## src/rtl/mem_access_pkg.sv

```systemverilog
// Shared encodings for the memory-access stage: access sizes, fault causes and FSM states.
package mem_access_pkg;

    typedef enum logic [1:0] {
        SZ_B = 2'd0,
        SZ_H = 2'd1,
        SZ_W = 2'd2,
        SZ_D = 2'd3
    } size_t;

    localparam logic [3:0] CAUSE_LD_MISALIGN = 4'd4;
    localparam logic [3:0] CAUSE_LD_ACCESS   = 4'd5;
    localparam logic [3:0] CAUSE_ST_MISALIGN = 4'd6;
    localparam logic [3:0] CAUSE_ST_ACCESS   = 4'd7;

    typedef enum logic [2:0] {
        S_IDLE,
        S_REQ,
        S_WAIT,
        S_DONE,
        S_DRAIN
    } ma_state_t;

    function automatic logic misaligned(input logic [1:0] sz, input logic [2:0] a);
        case (size_t'(sz))
            SZ_B:    misaligned = 1'b0;
            SZ_H:    misaligned = a[0];
            SZ_W:    misaligned = |a[1:0];
            default: misaligned = |a;
        endcase
    endfunction

    function automatic logic [7:0] size_mask(input logic [1:0] sz);
        case (size_t'(sz))
            SZ_B:    size_mask = 8'h01;
            SZ_H:    size_mask = 8'h03;
            SZ_W:    size_mask = 8'h0F;
            default: size_mask = 8'hFF;
        endcase
    endfunction

endpackage

```

## src/rtl/mem_access_align.sv

```systemverilog
// Combinational lane logic: store strobe/data replication and load extract/extend.
module mem_align
    import mem_access_pkg::*;
(
    input  logic [1:0]  size,
    input  logic [2:0]  addr_lo,
    input  logic        ld_unsigned,
    input  logic [63:0] st_data,
    input  logic [63:0] rdata,
    output logic [7:0]  wstrb,
    output logic [63:0] wdata,
    output logic [63:0] ld_data
);

    logic [63:0] shifted;

    always_comb begin
        shifted = rdata >> {addr_lo, 3'b000};
        wstrb   = size_mask(size) << addr_lo;
        wdata   = st_data;
        ld_data = shifted;
        case (size_t'(size))
            SZ_B: begin
                wdata   = {8{st_data[7:0]}};
                ld_data = ld_unsigned ? {56'd0, shifted[7:0]} : {{56{shifted[7]}}, shifted[7:0]};
            end
            SZ_H: begin
                wdata   = {4{st_data[15:0]}};
                ld_data = ld_unsigned ? {48'd0, shifted[15:0]} : {{48{shifted[15]}}, shifted[15:0]};
            end
            SZ_W: begin
                wdata   = {2{st_data[31:0]}};
                ld_data = ld_unsigned ? {32'd0, shifted[31:0]} : {{32{shifted[31]}}, shifted[31:0]};
            end
            default: begin
                wdata   = st_data;
                ld_data = shifted;
            end
        endcase
    end

endmodule

```

## src/rtl/mem_access.sv

```systemverilog
// Memory-access pipeline stage: single-outstanding data-bus master, fault reporting
// and the MA/WB pipeline register.
module mem_access
    import mem_access_pkg::*;
#(
    parameter int unsigned BUS_TIMEOUT = 256
) (
    input  logic        clk,
    input  logic        rst,
    input  logic        clear,
    input  logic        stall,
    input  logic        in_valid,
    input  logic [63:0] pc_in,
    input  logic [4:0]  rd_in,
    input  logic [63:0] result_in,
    input  logic [63:0] data2_in,
    input  logic        ld_op,
    input  logic        st_op,
    input  logic [1:0]  size,
    input  logic        ld_unsigned,
    output logic        mem_req,
    output logic        mem_we,
    output logic [63:0] mem_addr,
    output logic [7:0]  mem_wstrb,
    output logic [63:0] mem_wdata,
    input  logic        mem_ready,
    input  logic        mem_rvalid,
    input  logic [63:0] mem_rdata,
    input  logic        mem_err,
    output logic        busy,
    output logic        fault_en,
    output logic [3:0]  fault_cause,
    output logic [63:0] fault_addr,
    output logic        valid_out,
    output logic [63:0] pc_out,
    output logic [4:0]  rd_out,
    output logic [63:0] result_out
);

    ma_state_t   state, state_nxt;
    logic [31:0] tmo_cnt;
    logic [63:0] cap_addr, cap_pc, cap_wdata, rdata_q;
    logic [4:0]  cap_rd;
    logic [1:0]  cap_size;
    logic        cap_uns, cap_st, err_q;
    logic        is_mem, timeout;
    logic [7:0]  al_wstrb;
    logic [63:0] al_wdata, al_ld;

    mem_align u_align (
        .size        (cap_size),
        .addr_lo     (cap_addr[2:0]),
        .ld_unsigned (cap_uns),
        .st_data     (cap_wdata),
        .rdata       (rdata_q),
        .wstrb       (al_wstrb),
        .wdata       (al_wdata),
        .ld_data     (al_ld)
    );

    assign is_mem  = in_valid & (ld_op | st_op);
    assign timeout = (BUS_TIMEOUT != 32'd0) && (tmo_cnt == BUS_TIMEOUT - 32'd1);

    always_comb begin
        state_nxt   = state;
        busy        = 1'b0;
        mem_req     = 1'b0;
        fault_en    = 1'b0;
        fault_cause = '0;
        fault_addr  = '0;
        case (state)
            S_IDLE: begin
                if (is_mem && !clear && !stall) begin
                    if (misaligned(size, result_in[2:0])) begin
                        fault_en    = 1'b1;
                        fault_cause = st_op ? CAUSE_ST_MISALIGN : CAUSE_LD_MISALIGN;
                        fault_addr  = result_in;
                    end else begin
                        busy      = 1'b1;
                        state_nxt = S_REQ;
                    end
                end
            end
            S_REQ: begin
                busy    = 1'b1;
                mem_req = 1'b1;
                // An accepted request under clear still owes a response, so it drains.
                if (mem_ready) begin
                    if (mem_rvalid) state_nxt = clear ? S_IDLE : S_DONE;
                    else            state_nxt = clear ? S_DRAIN : S_WAIT;
                end else if (clear) begin
                    state_nxt = S_IDLE;
                end
            end
            S_WAIT: begin
                busy = 1'b1;
                if (mem_rvalid || timeout) state_nxt = clear ? S_IDLE : S_DONE;
                else if (clear)            state_nxt = S_DRAIN;
            end
            S_DONE: begin
                if (clear) begin
                    state_nxt = S_IDLE;
                end else if (!stall) begin
                    state_nxt = S_IDLE;
                    if (err_q) begin
                        fault_en    = 1'b1;
                        fault_cause = cap_st ? CAUSE_ST_ACCESS : CAUSE_LD_ACCESS;
                        fault_addr  = cap_addr;
                    end
                end
            end
            S_DRAIN: begin
                busy = 1'b1;
                if (mem_rvalid || timeout) state_nxt = S_IDLE;
            end
            default: state_nxt = S_IDLE;
        endcase
    end

    always_comb begin
        mem_we    = 1'b0;
        mem_addr  = '0;
        mem_wstrb = '0;
        mem_wdata = '0;
        if (state == S_REQ) begin
            mem_we    = cap_st;
            mem_addr  = {cap_addr[63:3], 3'b000};
            mem_wstrb = cap_st ? al_wstrb : 8'h00;
            mem_wdata = cap_st ? al_wdata : 64'd0;
        end
    end

    always_ff @(posedge clk) begin
        if (rst) begin
            state     <= S_IDLE;
            tmo_cnt   <= '0;
            cap_addr  <= '0;
            cap_pc    <= '0;
            cap_wdata <= '0;
            cap_rd    <= '0;
            cap_size  <= '0;
            cap_uns   <= 1'b0;
            cap_st    <= 1'b0;
            err_q     <= 1'b0;
            rdata_q   <= '0;
        end else begin
            state   <= state_nxt;
            tmo_cnt <= (state == S_WAIT || state == S_DRAIN) ? tmo_cnt + 32'd1 : '0;
            if (state == S_IDLE && state_nxt == S_REQ) begin
                cap_addr  <= result_in;
                cap_pc    <= pc_in;
                cap_wdata <= data2_in;
                cap_rd    <= rd_in;
                cap_size  <= size;
                cap_uns   <= ld_unsigned;
                cap_st    <= st_op;
            end
            if (state_nxt == S_DONE && state != S_DONE) begin
                err_q   <= mem_rvalid ? mem_err : 1'b1;
                rdata_q <= mem_rdata;
            end
        end
    end

    always_ff @(posedge clk) begin
        if (rst) begin
            valid_out  <= 1'b0;
            pc_out     <= '0;
            rd_out     <= '0;
            result_out <= '0;
        end else if (clear) begin
            valid_out <= 1'b0;
            rd_out    <= '0;
        end else if (!stall) begin
            case (state)
                S_IDLE: begin
                    valid_out  <= in_valid & ~(ld_op | st_op);
                    pc_out     <= pc_in;
                    rd_out     <= (in_valid & ~(ld_op | st_op)) ? rd_in : 5'd0;
                    result_out <= result_in;
                end
                S_DONE: begin
                    valid_out  <= ~err_q;
                    pc_out     <= cap_pc;
                    rd_out     <= (cap_st | err_q) ? 5'd0 : cap_rd;
                    result_out <= cap_st ? cap_addr : al_ld;
                end
                default: begin
                    valid_out <= 1'b0;
                    rd_out    <= '0;
                end
            endcase
        end
    end

endmodule
```

## config.mk

```make
export PLATFORM = sky130hd
export DESIGN_NAME = mem_access
export DESIGN_NICKNAME = d
export VERILOG_FILES = /design/src/rtl/mem_access_pkg.sv /design/src/rtl/mem_access_align.sv /design/src/rtl/mem_access.sv
export SDC_FILE = /design/constraint.sdc
export NUM_CORES = 1
export LEC_CHECK = 0
export CORE_AREA = 2 2 241 243
export DETAILED_ROUTE_END_ITERATION = 10
export DIE_AREA = 0 0 243 245
export HOLD_SLACK_MARGIN = 0.08
export PLACE_DENSITY = 0.66
export SLEW_MARGIN = 40
export SYNTH_ARGS = -nofsm -noshare
export SYNTH_HDL_FRONTEND = slang
export SYNTH_SLANG_ARGS = --single-unit
```

## constraint.sdc

```tcl
create_clock -name clk -period 3.8 [get_ports clk]
set_input_delay 0.76 -clock clk [delete_from_list [all_inputs] [get_ports clk]]
set_output_delay 0.76 -clock clk [all_outputs]
set_load 0.01 [all_outputs]
```

==> results.ini <==
[status]
status=finished clean

[run]
drv.max_cap_violation_count=0

[drt]
first_iter_violations=2180
detail_route.first_pass.iterations=5
antenna_violating_nets_post_route=0
post-route-drc-count=0
num_vias=22951
detail_route.vias_per_cell=5.590
wirelength_mm=91.02
wl_per_cell_um=22.17

[clock_tree]
cts.sinks=435
worstSkewPairLatency_ps=590
numCtsBuffers=47
cts_tree=done
clock_path_buffers=3
cts-hold-fix-buffers=0
cts.htree.levels=2
clock_tree.root_cell=sky130_fd_sc_hd__clkbuf_16
clk_transition_reported_paths_ps=70

[worst_setup_path]
worst_reg_to_reg_cells=8
worst_path_fanout_max=6
r2r_end=cap_wdata[15]
critPathArrivalTime_ps=3030
worstPathRequired_ps=3040
timing_worst_setup_path_type=flop to output pin
worstReg2RegStart=state[0]
worst_case_register_to_register_setup_slack_ps=810
setup.worst_path.end_class=output pin
critical_path_startpoint_category=flop

[yosys]
synth_edf_count=0
synth-async-reset-ratio=0
synthDominantCellAreaShare=0.3999
netlist-cell-type-count=72
per_instance_average_area_after_synthesis_sq_um=7.788
post-synth-top-area-cell=sky130_fd_sc_hd__dfxtp_1
synth-seq-area-share=0.3999
synthesized_netlist_cell_count=2796
synthFlopType=sky130_fd_sc_hd__dfxtp_1
synth-warning-count=0
synth_area_leaders=sky130_fd_sc_hd__dfxtp_1 40%, sky130_fd_sc_hd__nand2_1 13%, sky130_fd_sc_hd__a21oi_1 7.5%
yosys_register_bits=435
synthesis.area_sq_um=21780

[power]
pwr-share-comb=0.112
switching_power_summed_over_all_nets_mw=2.676
power_mw=10.83
powerDensity_nw_per_um2=358.1
seq_power_share=0.441
cellLeakagePower_nw=10.21
vdd_drop_max_v=0.0003241
power_report.internal_total_mw=8.159
power.share.switching=0.2470
power.clock.fraction=0.447

[min_path]
hold_class=flop to flop
worst_hold_startpoint=cap_pc[8]
worst_hold_path.num_cells=2
hold_end=cap_pc[8]

[grt]
grtUsageTotal=0.2881
grt_pass1_wl_mm=133.8
grt_overflow=0
grt_antenna_before_repair=11
grt_max_degree=153
number_of_global_route_vias_before_repair=21329

[sta]
clock_skew_ps=12.66
remaining_max_slew_budget_at_the_tightest_pin=0.3640
setup_viol=0
final-hold-violation-count=0
fin_tns_setup_ps=0
hold_slack_ps=453.2
setup_repair_after_global_routing_missed_its_margin=yes
final_max_slew_viol_count=0
worst-slew-pin-transition_ps=944.0
fin_crit_sh=0.9964
fmax_mhz=264.1
fin_crit_ps=3786

[place]
gp_routability_congestion=0.9080
port-buffer-count=611
place.detailed.hpwl_mm=63.32

[floorplanning]
starting_density_of_the_core=0.3818
row_count=88
die_x_um=243
ioPinCount=616
die_area_sq_um=59540
core_area_sq_um=57030
floorplan.die.height_um=245

[cells_and_area]
area.growth.synth_to_final_pct=38.92
post_route_cells_drive_above_1_share=0.08703
design.final.nets=3568

[through the flow]
stage	worst slack (ps)	utilization	cell area, sq um	instances
after floorplan	592.6	-	21790	2799
after global placement	-454.6	0.4991	28460	3990
after detailed placement	-506.5	0.4994	28480	3990
after CTS	-158.2	0.5312	30300	4094
after global routing	-66.50	0.5303	30250	4104
final	13.87	0.5304	30250	4106
[cell usage after synthesis, types with 5 or more instances]
library cell / n
sky130_fd_sc_hd__xnor2_1: 14
sky130_fd_sc_hd__a211oi_1: 59
sky130_fd_sc_hd__a31oi_1: 8
sky130_fd_sc_hd__a22oi_1: 28
sky130_fd_sc_hd__o221ai_1: 15
sky130_fd_sc_hd__o21ai_0: 42
sky130_fd_sc_hd__buf_6: 20
sky130_fd_sc_hd__buf_2: 44
sky130_fd_sc_hd__dfxtp_1: 435
sky130_fd_sc_hd__or2_2: 6
sky130_fd_sc_hd__a22o_1: 71
sky130_fd_sc_hd__nor2_1: 191
sky130_fd_sc_hd__and2_1: 66
sky130_fd_sc_hd__mux4_2: 11
sky130_fd_sc_hd__nor2b_1: 10
sky130_fd_sc_hd__o22ai_1: 18
sky130_fd_sc_hd__o211ai_1: 9
sky130_fd_sc_hd__nand4_1: 11
sky130_fd_sc_hd__a21oi_1: 325
sky130_fd_sc_hd__clkbuf_1: 164
sky130_fd_sc_hd__nor4_1: 18
sky130_fd_sc_hd__nand3_1: 22
sky130_fd_sc_hd__nand2b_1: 5
sky130_fd_sc_hd__inv_1: 17
sky130_fd_sc_hd__a41oi_1: 6
sky130_fd_sc_hd__and3_1: 11
sky130_fd_sc_hd__a311oi_1: 66
sky130_fd_sc_hd__nand3b_1: 10
sky130_fd_sc_hd__buf_12: 5
sky130_fd_sc_hd__mux2_2: 13
sky130_fd_sc_hd__nand2_1: 732
sky130_fd_sc_hd__or3_1: 18
sky130_fd_sc_hd__nor3_1: 82
sky130_fd_sc_hd__xor2_1: 12
sky130_fd_sc_hd__buf_4: 6
sky130_fd_sc_hd__buf_1: 19
sky130_fd_sc_hd__mux2i_1: 158
[power groups by stage]
stage	clock, mW	combinational, mW	sequential, mW
2_1_floorplan	0	0.460	4.89
3_3_place_gp	0	1.18	4.87
3_5_place_dp	0	1.20	4.88
4_1_cts	4.91	1.21	4.78
5_1_grt	5.10	1.30	4.79
6_report	4.84	1.22	4.78
[sequential cells by signal, summed over array words and instances (netlist names)]
signal      count
rdata_q        64
cap_st          1
cap_uns         1
cap_pc         64
valid_out       1
state           3
pc_out         64
cap_wdata      64
rd_out          5
tmo_cnt        32
cap_rd          5
cap_size        2
cap_addr       64
err_q           1
result_out     64
[area by class of cell]
type,instances,area (sq um)
clock buffers,69,1450
clock inverters,19,197.7
repair inverters,1,7.507
well taps,765,957.2
fillers,5393,26780
diodes,9,22.52
multi-input cells,2087,11830
flip-flops and latches,435,8722
inverters,18,73.82
repair buffers,703,6989
[repair_timing]
| item | CTS | global route |
|---|---|---|
| endpoints found under the setup margin | 96 | 21 |
| pin swaps | 2 | 19 |
| setup buffers | 11 | 5 |
| resized for setup | 140 | 86 |
| gates cloned | 5 | 0 |
[worst max-delay path by stage]
stage,to,slack (ps),from,cells after the start
after floorplan,fault_addr[0],590,in_valid,6
after global placement,fault_addr[0],-450,in_valid,7
after detailed placement,fault_addr[0],-510,in_valid,7
after CTS,fault_addr[12],-160,state[1],12
after global routing,fault_addr[12],-70,state[0],10
final,fault_addr[38],10,state[0],10
[per-layer routing]
layer / part of all wire / track usage / routed length [um] / up-vias
li1: - / - / - / 10731
met1: 0.43 / 0.3888 / 39150 / 10970
met2: 0.46 / 0.4509 / 41420 / 1057
met3: 0.080 / 0.06014 / 7246 / 185
met4: 0.035 / 0.1115 / 3144 / 8
met5: 0.00064 / 0 / 58 / -
[layout by cell type (no fill, tap or decap), drive strengths merged, types with 6 or more instances in the layout]
cell | synthesis | routed
nand2 | 732 | 732
clkdlybuf4s50 | 0 | 540
dfxtp | 435 | 435
a21oi | 325 | 325
nor2 | 191 | 191
mux2i | 158 | 158
buf | 95 | 112
clkbuf | 164 | 98
nor3 | 83 | 83
a22o | 71 | 71
and2 | 66 | 66
a311oi | 66 | 66
a211oi | 59 | 59
o21ai | 42 | 42
a22oi | 28 | 28
nand3 | 22 | 22
o22ai | 19 | 19
inv | 18 | 19
nor4 | 19 | 19
or3 | 18 | 18
o221ai | 15 | 15
xnor2 | 14 | 14
dlygate4sd2 | 0 | 14
mux2 | 14 | 14
xor2 | 12 | 12
clkinv | 0 | 12
and3 | 11 | 11
nand4 | 11 | 11
mux4 | 11 | 11
nand3b | 10 | 10
nor2b | 10 | 10
diode | 0 | 9
o211ai | 9 | 9
a31oi | 8 | 8
or2 | 8 | 8
a41oi | 6 | 6
clkdlybuf4s15 | 0 | 6
[critical path: stages (launching register included)]
cell and delay, ps:
sky130_fd_sc_hd__dfxtp_2 330, sky130_fd_sc_hd__or4b_4 510, sky130_fd_sc_hd__or4_4 510, sky130_fd_sc_hd__nor3_4 200
sky130_fd_sc_hd__buf_6 140, sky130_fd_sc_hd__buf_6 110, sky130_fd_sc_hd__buf_8 120, sky130_fd_sc_hd__buf_8 100
sky130_fd_sc_hd__buf_6 130, sky130_fd_sc_hd__a22o_1 140, sky130_fd_sc_hd__buf_2 130
[kinds of logic after synthesis]
family / Yosys count / share of synthesized area
fa+ha+maj: 1 / 0.0005745
compound gates: 669 / 0.1983
other cells: 1 / 0.0001722
flops: 435 / 0.3999
mux: 183 / 0.09124
buf+inv: 277 / 0.06246
xor+xnor: 26 / 0.01046
simple gates: 1204 / 0.2368
Power figures use the tool's default switching activity.
==> edit, RTL diff (same flow settings) <==
`BUS_TIMEOUT`: 256 -> 192.
--- a/src/rtl/mem_access.sv
+++ b/src/rtl/mem_access.sv
@@ -4,5 +4,5 @@
     import mem_access_pkg::*;
 #(
-    parameter int unsigned BUS_TIMEOUT = 256
+    parameter int unsigned BUS_TIMEOUT = 192
 ) (
     input  logic        clk,
Function: not settled (the Yosys comparison gave no result); the edit may change what the design does.
==> edit against the unedited design <==
Critical path depth shrank 4; sequential cell count stayed put; utilization is 1.5 points higher; worst setup slack better by 0.091 ns; power decreased by 1.9%; area after synthesis up 2.7%; design area rose by 2.9%; cell count about the same; routed wire length up 1.1%; highest routed layer unchanged.
==> edit: results (changes against the unedited design) <==
| Metric | Value |
|---|---|
| Status | `completed (unchanged)` |
| Post-synth top cells | `nand2_1, dfxtp_1, a21oi_1, clkbuf_1, nor2_1 (was nand2_1, dfxtp_1, a21oi_1, nor2_1, clkbuf_1)` |
| Hold endpoint | `cap_pc[16]$_SDFFE_PP0P_ (was cap_pc[8]$_SDFFE_PP0P_)` |
| Met3 usage | `0.06024 (was 0.06014)` |
| Post-synthesis mux area share | `0.09799 (was 0.09124)` |
| Slack of the worst reg-to-reg path | `0.69 ns (was 0.81 ns)` |
| Sequential-to-total area share from yosys stat | `0.3893 (was 0.3999)` |
| Vias in the first global route | `21,979 (was 21,329)` |
| Initial DRC Count | `2,134 (was 2,180)` |
| Worst IR drop on VDD | `0.0003058 V (was 0.0003241 V)` |
| Post-Synth Adder-Cell Area | `0.0005593 (was 0.0005746)` |
| Antenna violations before repair | `6 (was 11)` |
| Fin nets | `3,575 (was 3,568)` |
| Total Wirelength | `92,000 um (was 91,020 um)` |
| DR vias | `23,326 (was 22,951)` |
| Worst Hold Launch | `cap_pc[16]$_SDFFE_PP0P_ (was cap_pc[8]$_SDFFE_PP0P_)` |
| Largest cells by area after synthesis | `dfxtp_1, nand2_1, a21oi_1, mux2i_1, nand2b_1 (was dfxtp_1, nand2_1, a21oi_1, mux2i_1, nor2_1)` |
| Layout cells sized above 1 | `0.08663 (was 0.08703)` |
| GP Congestion | `0.9371 (was 0.9080)` |
| Reg-to-reg startpoint | `cap_addr[0]$_SDFFE_PP0P_ (was state[0]$_SDFF_PP0_)` |
| TritonCTS Buffers | `49 (was 47)` |
| Crit path DAT | `2.94 ns (was 3.03 ns)` |
| Worst-Margin Slew | `0.8579 ns (was 0.9440 ns)` |
| CP max-delay cell | `clkdlybuf4s50_1 (was or4b_4)` |
| Placed insts | `4,011 (was 3,990)` |
| Worst Skew | `0.01687 ns (was 0.01266 ns)` |
| Largest stage delay, worst path | `0.65 ns (was 0.51 ns)` |
| Met1 GRT Util | `0.3983 (was 0.3888)` |
| First-pass GRT wire length | `136,400 um (was 133,800 um)` |
| Met2 Usage GRT | `0.4587 (was 0.4509)` |
| Post-DR wirelength/cell | `22.41 um (was 22.17 um)` |
| FF-to-FF path depth | `7 (was 8)` |
| Pin count of the biggest net entering global routing | `146 (was 153)` |
| Max FO, Critical Path | `25 (was 6)` |
| Delay-heaviest family, CP | `buffers and inverters (was simple AND/OR/NAND/NOR gates)` |
edit: cell types whose count changed after synthesis, sizes merged, moves of 39 or more:
cell    change
a21oi      -40
clkbuf     +51
nand2b    +133
buf        -39
nor2       -42
nand2      -89
nor3       -54
edit: logic make-up (layout without fill, tap and decap cells):
group                    Yosys count  in the layout
AO/OA/AOI/OAI                    681            681
XOR/XNOR                          26             26
flip-flops                       435            435
buffers and inverters            295            820
adder cells (fa/ha/maj)            1              1
AND/OR/NAND/NOR                 1181           1181
multiplexers                     188            188
other                              1              8
edit: through the flow:
stage | hold slack, ns | TNS [ns]
2_1_floorplan | 0.4360 | 0
3_3_place_gp | 0.4413 | -41.87
3_5_place_dp | 0.4468 | -22.68
4_1_cts | 0.4547 | 0
5_1_grt | 0.4663 | 0
6_report | 0.4541 | 0
edit: area by class of cell:
class / instances / area [um^2] / area share
Clock inverter: 16 / 117.6 / 0.003778
Timing Repair Buffer: 709 / 7151 / 0.2297
Antenna cell: 4 / 10.01 / 0.0003216
Clock buffer: 71 / 1450 / 0.04659
Sequential cell: 435 / 8722 / 0.2802
Multi-Input combinational cell: 2081 / 12630 / 0.4056
Inverter: 24 / 93.84 / 0.003015
Tap cell: 765 / 957.2 / 0.03075
edit: how the worst max path moves through the flow:
stage                                  start              to  slack, ns  depth (start not counted)
CTS                             result_in[2]  fault_addr[57]     0.0006                         10
floorplan                              stall   fault_addr[0]       0.82                          7
detailed placement              result_in[1]  fault_addr[17]      -0.39                          9
global placement                result_in[1]  fault_addr[39]      -0.66                          9
finish              cap_addr[1]$_SDFFE_PP0P_    mem_wstrb[5]       0.10                          6
global route                    result_in[2]  fault_addr[41]       0.03                         10
edit: worst register-to-register path, stage by stage (launching register included):
cell and delay (ns):
dfxtp_4 0.68, buf_4 0.38, nor2b_1 0.40, a2bb2oi_1 0.16, a2111oi_1 0.82, buf_4 0.24
a211oi_1 0.04, o41ai_1 0.30
edit: power by group:
part	internal (mW)	total (mW)	switching, mW
combinational	0.624	1.22	0.596
sequential	4.68	4.76	0.0865
clock	2.65	4.65	2.00
total	7.95	10.6	2.68
edit: routing by layer:
layer  wire [um]  up-vias
met5          41        -
met4        3420        6
met3        7416      192
met2       41500     1046
met1       39620    11256
li1            -    10826
edit: what timing repair did:
action,CTS,global route
endpoints found under the setup margin,71,56
cloned,1,0
gates resized for setup,41,38
endpoints found under the hold margin,0,0
pin swaps,2,1
buffers inserted,1,1
